--- config.mk ---
export PLATFORM = sky130hd
export DESIGN_NAME = placar_7s
export DESIGN_NICKNAME = d
export VERILOG_FILES = /design/src/rtl/placar_7s.sv
export SDC_FILE = /design/constraint.sdc
export NUM_CORES = 1
export LEC_CHECK = 0
export CORE_ASPECT_RATIO = 1.25
export CORE_MARGIN = 1.5
export CORE_UTILIZATION = 56
export CTS_BUF_LIST = sky130_fd_sc_hd__clkbuf_16
export DETAILED_ROUTE_END_ITERATION = 8
export PLACE_DENSITY = 0.83
export SETUP_SLACK_MARGIN = 0.15
export SLEW_MARGIN = 20
export SYNTH_ARGS = -nofsm -noshare
export SYNTH_HDL_FRONTEND = slang
export SYNTH_SLANG_ARGS = --single-unit
export TNS_END_PERCENT = 10
--- constraint.sdc ---
create_clock -name clk -period 2.65 [get_ports clk]
set_input_delay 0.795 -clock clk [delete_from_list [all_inputs] [get_ports clk]]
set_output_delay 0.795 -clock clk [all_outputs]
set_load 0.02 [all_outputs]
--- src/rtl/placar_7s.sv ---
// placar_7s: multi-digit decimal score driver for active-low 7-segment displays.
// A binary value is converted to BCD by a sequential shift-and-add-3 engine.
// Each digit is then encoded with the 0-9 glyph set. The result can blank
// leading zeros and shows "-" on every digit when the value does not fit.
//
// Handshake: carregar is accepted on a rising edge only while ocupado=0.
// ocupado stays high from the acceptance edge until the edge that raises pronto.
// pronto is a single-cycle pulse, and segmentos/estouro change on that same edge.
// A request made while ocupado=1 is dropped, not queued.
`timescale 1ns/1ps

module placar_7s #(
  parameter int DIGITOS = 4,
  parameter int LARGURA = 14
) (
  input  logic                   clk,
  input  logic                   rst,
  input  logic [LARGURA-1:0]     valor,
  input  logic                   carregar,
  input  logic                   apagar_zeros,
  output logic                   ocupado,
  output logic                   pronto,
  output logic                   estouro,
  output logic [7*DIGITOS-1:0]   segmentos,
  output logic                   estado_dbg
);

  localparam int NB = 4 * DIGITOS;
  localparam int CW = $clog2(LARGURA + 1);

  // 10^n as a 64-bit constant; 10^8 still fits comfortably.
  function automatic logic [63:0] pot10(input int n);
    logic [63:0] r;
    r = 64'd1;
    for (int i = 0; i < n; i++) r = r * 64'd10;
    return r;
  endfunction

  localparam logic [63:0] LIMITE = pot10(DIGITOS);

  localparam logic [6:0] SEG_BLANK = 7'b1111111;
  localparam logic [6:0] SEG_DASH  = 7'b0111111;

  // Active-low glyph encoding, gfedcba. Invalid nibbles are shown as blank.
  function automatic logic [6:0] glifo(input logic [3:0] n);
    case (n)
      4'd0:    glifo = 7'b1000000;
      4'd1:    glifo = 7'b1111001;
      4'd2:    glifo = 7'b0100100;
      4'd3:    glifo = 7'b0110000;
      4'd4:    glifo = 7'b0011001;
      4'd5:    glifo = 7'b0010010;
      4'd6:    glifo = 7'b0000010;
      4'd7:    glifo = 7'b1111000;
      4'd8:    glifo = 7'b0000000;
      4'd9:    glifo = 7'b0010000;
      default: glifo = SEG_BLANK;
    endcase
  endfunction

  typedef enum logic {
    OCIOSO   = 1'b0,
    CONVERTE = 1'b1
  } estado_t;

  estado_t              estado_q, estado_d;
  logic [LARGURA-1:0]   bin_q, bin_d;
  logic [NB-1:0]        bcd_q, bcd_d;
  logic [CW-1:0]        cnt_q, cnt_d;
  logic                 apaga_q, apaga_d;
  logic                 ovf_q, ovf_d;
  logic                 pronto_q, pronto_d;
  logic                 estouro_q, estouro_d;
  logic [7*DIGITOS-1:0] seg_q, seg_d;

  logic [NB-1:0]        bcd_adj;
  logic [NB-1:0]        bcd_sh;
  logic [7*DIGITOS-1:0] seg_novo;

  // Double-dabble step: add 3 to every nibble >= 5, then shift in the next binary bit.
  always_comb begin
    logic [3:0] nib;
    bcd_adj = '0;
    for (int i = 0; i < DIGITOS; i++) begin
      nib = bcd_q[4*i +: 4];
      if (nib >= 4'd5) nib = nib + 4'd3;
      bcd_adj[4*i +: 4] = nib;
    end
    bcd_sh = {bcd_adj[NB-2:0], bin_q[LARGURA-1]};
  end

  // Glyph encoding of the shifted BCD value, with optional leading-zero blanking.
  // A digit is blank only when it and every digit above it are zero.
  // Digit 0 is never blanked.
  always_comb begin
    logic [3:0] nib;
    logic       nz_acima;
    seg_novo = '1;
    nz_acima = 1'b0;
    for (int i = DIGITOS - 1; i >= 0; i--) begin
      nib = bcd_sh[4*i +: 4];
      if (nib != 4'd0) nz_acima = 1'b1;
      if (i != 0 && apaga_q && !nz_acima) seg_novo[7*i +: 7] = SEG_BLANK;
      else                                seg_novo[7*i +: 7] = glifo(nib);
    end
  end

  // Next-state logic: latch on acceptance, shift LARGURA times, then publish the result.
  always_comb begin
    estado_d  = estado_q;
    bin_d     = bin_q;
    bcd_d     = bcd_q;
    cnt_d     = cnt_q;
    apaga_d   = apaga_q;
    ovf_d     = ovf_q;
    pronto_d  = 1'b0;
    estouro_d = estouro_q;
    seg_d     = seg_q;
    case (estado_q)
      OCIOSO: begin
        if (carregar) begin
          bin_d    = valor;
          apaga_d  = apagar_zeros;
          bcd_d    = '0;
          cnt_d    = CW'(LARGURA);
          // The overflow decision is taken now, so the BCD overflow bits never matter.
          ovf_d    = (64'(valor) >= LIMITE);
          estado_d = CONVERTE;
        end
      end
      CONVERTE: begin
        bcd_d = bcd_sh;
        bin_d = bin_q << 1;
        cnt_d = cnt_q - CW'(1);
        if (cnt_q == CW'(1)) begin
          estado_d  = OCIOSO;
          pronto_d  = 1'b1;
          estouro_d = ovf_q;
          seg_d     = ovf_q ? {DIGITOS{SEG_DASH}} : seg_novo;
        end
      end
      default: estado_d = OCIOSO;
    endcase
  end

  // State and datapath registers; reset returns to idle with a blank display.
  always_ff @(posedge clk or posedge rst) begin
    if (rst) begin
      estado_q  <= OCIOSO;
      bin_q     <= '0;
      bcd_q     <= '0;
      cnt_q     <= '0;
      apaga_q   <= 1'b0;
      ovf_q     <= 1'b0;
      pronto_q  <= 1'b0;
      estouro_q <= 1'b0;
      seg_q     <= '1;
    end else begin
      estado_q  <= estado_d;
      bin_q     <= bin_d;
      bcd_q     <= bcd_d;
      cnt_q     <= cnt_d;
      apaga_q   <= apaga_d;
      ovf_q     <= ovf_d;
      pronto_q  <= pronto_d;
      estouro_q <= estouro_d;
      seg_q     <= seg_d;
    end
  end

  assign ocupado    = (estado_q == CONVERTE);
  assign pronto     = pronto_q;
  assign estouro    = estouro_q;
  assign segmentos  = seg_q;
  assign estado_dbg = estado_q;

endmodule

==> impl_metrics.sql <==
INSERT INTO impl_metrics (metric_group, metric, value, unit) VALUES
('status', 'outcome', 'completed', ''),
('grt', 'grt_start_max_net_pins', '66', ''),
('floorplan', 'die_h', '98.11', 'um'),
('route', 'drc_violation_count_after_routing', '0', ''),
('synth', 'post_synth_xor_area_fraction', '2.161', '%'),
('route', 'number_of_routed_nets_with_antenna_violations', '0', ''),
('setup_path', 'worst_path_largest_cell_delay', '460', 'ps'),
('synth', 'synth_fa_ha_area_share', '4.878', '%'),
('timing', 'maxSlewViolCount', '0', ''),
('synth', 'yosys.area.top_type_share', '24.08', '%'),
('grt', 'grt_use_total', '24.66', '%'),
('grt', 'grt.met3_usage', '5.514', '%'),
('clock_tree', 'root_buffer', 'clkbuf_16', ''),
('timing', 'min_period', '2355', 'ps'),
('synth', 'synth.largest_area_cell', 'dfrtp_1', ''),
('run', 'max_cap_viol_count', '0', ''),
('setup_path', 'crit_path_start_kind', 'register', ''),
('hold_path', 'hold_path_class', 'reg -> reg', ''),
('layout', 'insertedDiodeCount', '0', ''),
('layout', 'growth_of_design_area_from_synthesis_to_finish', '24.88', '%'),
('placed_design', 'dp.final_hpwl', '6263', 'um'),
('floorplan', 'floorplan.die.width', '79.09', 'um'),
('clock_tree', 'clkLatencyLatePin', '330', 'ps'),
('synth', 'synth_edf_count', '0', ''),
('grt', 'grt_use_met2', '41.88', '%'),
('timing', 'achievable-frequency', '424.6', 'MHz'),
('floorplan', 'row_count', '34', ''),
('setup_path', 'worstPathCellList', 'inv_1, ha_2, nand2b_2, a21oi_4, mux2_2, and3_1, a211oi_4, buf_4, a31oi_2', ''),
('synth', 'synthSimpleGateAreaFrac', '16.73', '%'),
('route', 'postRouteWirelength', '9249', 'um'),
('synth', 'yosysSeqAreaShare', '42.24', '%'),
('synth', 'synth_flop_cell', 'dfrtp_1', ''),
('floorplan', 'boundaryPins', '50', ''),
('clock_tree', 'clock_tree.htree_level_count', '3', ''),
('synth', 'netlist_instances', '430', ''),
('route', 'via_per_inst', '5.860', ''),
('synth', 'mux_share_of_post_synthesis_cell_area', '9.015', '%'),
('clock_tree', 'clockBufferDepth', '2', ''),
('clock_tree', 'cts-buffers-inserted', '9', ''),
('grt', 'global_route.peak_usage_layer', 'met2', ''),
('synth', 'synthesis.area_per_instance', '9.425', 'sq um'),
('timing', 'max_transition_margin', '59.45', '%'),
('clock_tree', 'clk_transition_reported_paths', '60', 'ps'),
('synth', 'ys_seq_elements', '67', ''),
('placed_design', 'place_congestion', '0.9176', ''),
('synth', 'yosysWarnings', '0', ''),
('grt', 'grt_antenna_before_repair', '0', ''),
('clock_tree', 'post_cts_hold_buffer_count', '0', ''),
('synth', 'main_combinational_cell_family_by_area_after_synthesis', 'compound AO/OA/AOI/OAI gates', ''),
('power', 'cellPowerDensity', '1559', 'mW/mm^2'),
('floorplan', 'initial_utilization', '58.09', '%'),
('timing', 'setup-tns-final', '0', 'ps'),
('route', 'dr_total_vias', '3434', ''),
('timing', 'worstMarginPinSlew', '604.0', 'ps'),
('floorplan', 'dieArea', '0.007760', 'sq mm'),
('grt', 'use_met1', '29.98', '%'),
('setup_path', 'endpoint_kind', 'register', ''),
('layout', 'final.fill_count', '538', ''),
('power', 'power.leakage', '2.171', 'nW'),
('setup_path', 'cp_data_arrival_time', '2610', 'ps'),
('layout', 'final_cell_area', '0.005061', 'sq mm'),
('setup_path', 'critical_path_peak_fanout', '7', ''),
('setup_path', 'cell_at_the_slowest_stage_of_the_critical_path', 'dfrtp_1', ''),
('grt', 'first_pass_grt_wire_length', '15150', 'um'),
('synth', 'ys_types', '60', ''),
('synth', 'synthesis.area', '0.004053', 'sq mm'),
('synth', 'synthesis.nets', '463', ''),
('clock_tree', 'cts_sinks', '67', ''),
('clock_tree', 'cts_tree', 'built', ''),
('timing', 'timing.final.hold_violations', '0', ''),
('timing', 'finalSetupViolCount', '0', '');
cells by family (layout without fill, tap and decap cells):
| group | Yosys count | after routing |
|---|---|---|
| XOR/XNOR | 10 | 10 |
| multiplexers | 35 | 35 |
| AO/OA/AOI/OAI | 119 | 119 |
| adder cells (fa/ha/maj) | 16 | 16 |
| flip-flops | 67 | 67 |
| buffers and inverters | 40 | 106 |
| AND/OR/NAND/NOR | 143 | 143 |
final cells by class:
cell class	instances	area [sq um]	area share, %
clock inverter	7	67.56	1.335
multi-input combinational	323	2190	43.26
tap	90	112.6	2.225
clock buffer	9	225.2	4.450
inverter	19	71.32	1.409
sequential	67	1714	33.87
timing repair buffer	71	680.7	13.45
power breakdown:
part / switching [W] / internal (W) / total [W]
clock network: 0.000447 / 0.000726 / 0.00117
logic: 0.00260 / 0.00206 / 0.00465
registers: 0.000425 / 0.00164 / 0.00206
per-stage QoR:
stage | util [%] | std cells | hold WS, ps | power (W) | setup slack [ps]
4_1_cts | 71.27 | 577 | 483.0 | 0.007688 | 189.8
2_1_floorplan | - | 430 | 449.2 | 0.005296 | 218.2
3_5_place_dp | 67.07 | 561 | 470.1 | 0.006458 | 231.2
3_3_place_gp | 67.07 | 561 | 460.9 | 0.006286 | 311.1
5_1_grt | 72.54 | 586 | 508.7 | 0.008497 | 123.3
6_report | 72.54 | 586 | 483.4 | 0.007889 | 294.9
synth_stat cells (2+ instances only):
library cell   n
dfrtp_1       39
and3_1         4
o21ai_0       37
nor3_1         4
o22ai_1        4
a21oi_2        6
o211ai_1       2
a31oi_1        5
mux2_2         5
nor4_1         2
clkbuf_1      13
buf_1          2
buf_4          3
nor3b_1        3
and2_1         2
o21ai_1        2
a221oi_1       3
o21a_1         3
dfstp_2       28
mux2i_1       28
nand2b_2       3
o221ai_1       2
o31ai_1       10
a21oi_1       21
nand2b_1      13
xnor2_1       10
nand2_1       52
nand3_1        8
a21o_1         2
nor2_1        44
a21oi_4        3
o22a_1         8
ha_1          15
inv_1         18
critical path, delay by kind of cell, from the launching register on:
kind                     cells  cell delay [ps]
AND/OR/NAND/NOR              2              320
flip-flops                   1              460
AO/OA/AOI/OAI                3              540
multiplexers                 1              420
adder cells (fa/ha/maj)      1              240
buffers and inverters        2              310
per-layer routing:
| layer | routed length [um] | vias up |
|---|---|---|
| li1 | - | 1635 |
| met1 | 3708 | 1683 |
| met2 | 4910 | 93 |
| met3 | 388 | 23 |
| met4 | 241 | 0 |
| met5 | 0 | - |
final timing paths:
check / depth (start not counted) / slack, ps / from / end
worst max-delay path: 9 / 290 / bcd_q[4]$_DFFE_PP0P_ / segmentos[10]$_DFFE_PP1P_
worst min-delay path: 2 / 480 / bin_q[6]$_DFFE_PP0P_ / bin_q[7]$_DFFE_PP0P_
worst max register to register: 9 / 290 / bcd_q[4]$_DFFE_PP0P_ / segmentos[10]$_DFFE_PP1P_
worst min register to register: 2 / 480 / bin_q[6]$_DFFE_PP0P_ / bin_q[7]$_DFFE_PP0P_
max in group asynchronous: 3 / 1250 / rst / segmentos[15]$_DFFE_PP1P_
min in group asynchronous: 2 / 810 / rst / bcd_q[12]$_DFFE_PP0P_
flip-flops by register name, indices dropped and copies added (netlist names):
register / cells
ovf_q: 1
pronto: 1
cnt_q: 4
apaga_q: 1
segmentos: 28
bin_q: 14
estouro: 1
bcd_q: 16
estado_dbg: 1
what timing repair did:
item | in CTS | in global routing
setup endpoints to repair | 0 | 21
gates resized for setup | 0 | 8
buffers inserted | 0 | 9
endpoints found under the hold margin | 0 | 0
cells in the final DEF, fill, tap and decap left out, drive strengths merged, types with 9 or more instances in the layout:
| cell type | n |
|---|---|
| clkdlybuf4s50 | 49 |
| xnor2 | 10 |
| nand2 | 52 |
| inv | 19 |
| mux2i | 29 |
| clkbuf | 9 |
| o31ai | 10 |
| ha | 15 |
| nand2b | 16 |
| a21oi | 30 |
| nor2 | 45 |
| dfrtp | 39 |
| dfstp | 28 |
| buf | 22 |
| o21ai | 39 |
Power figures use the tool's default switching activity.
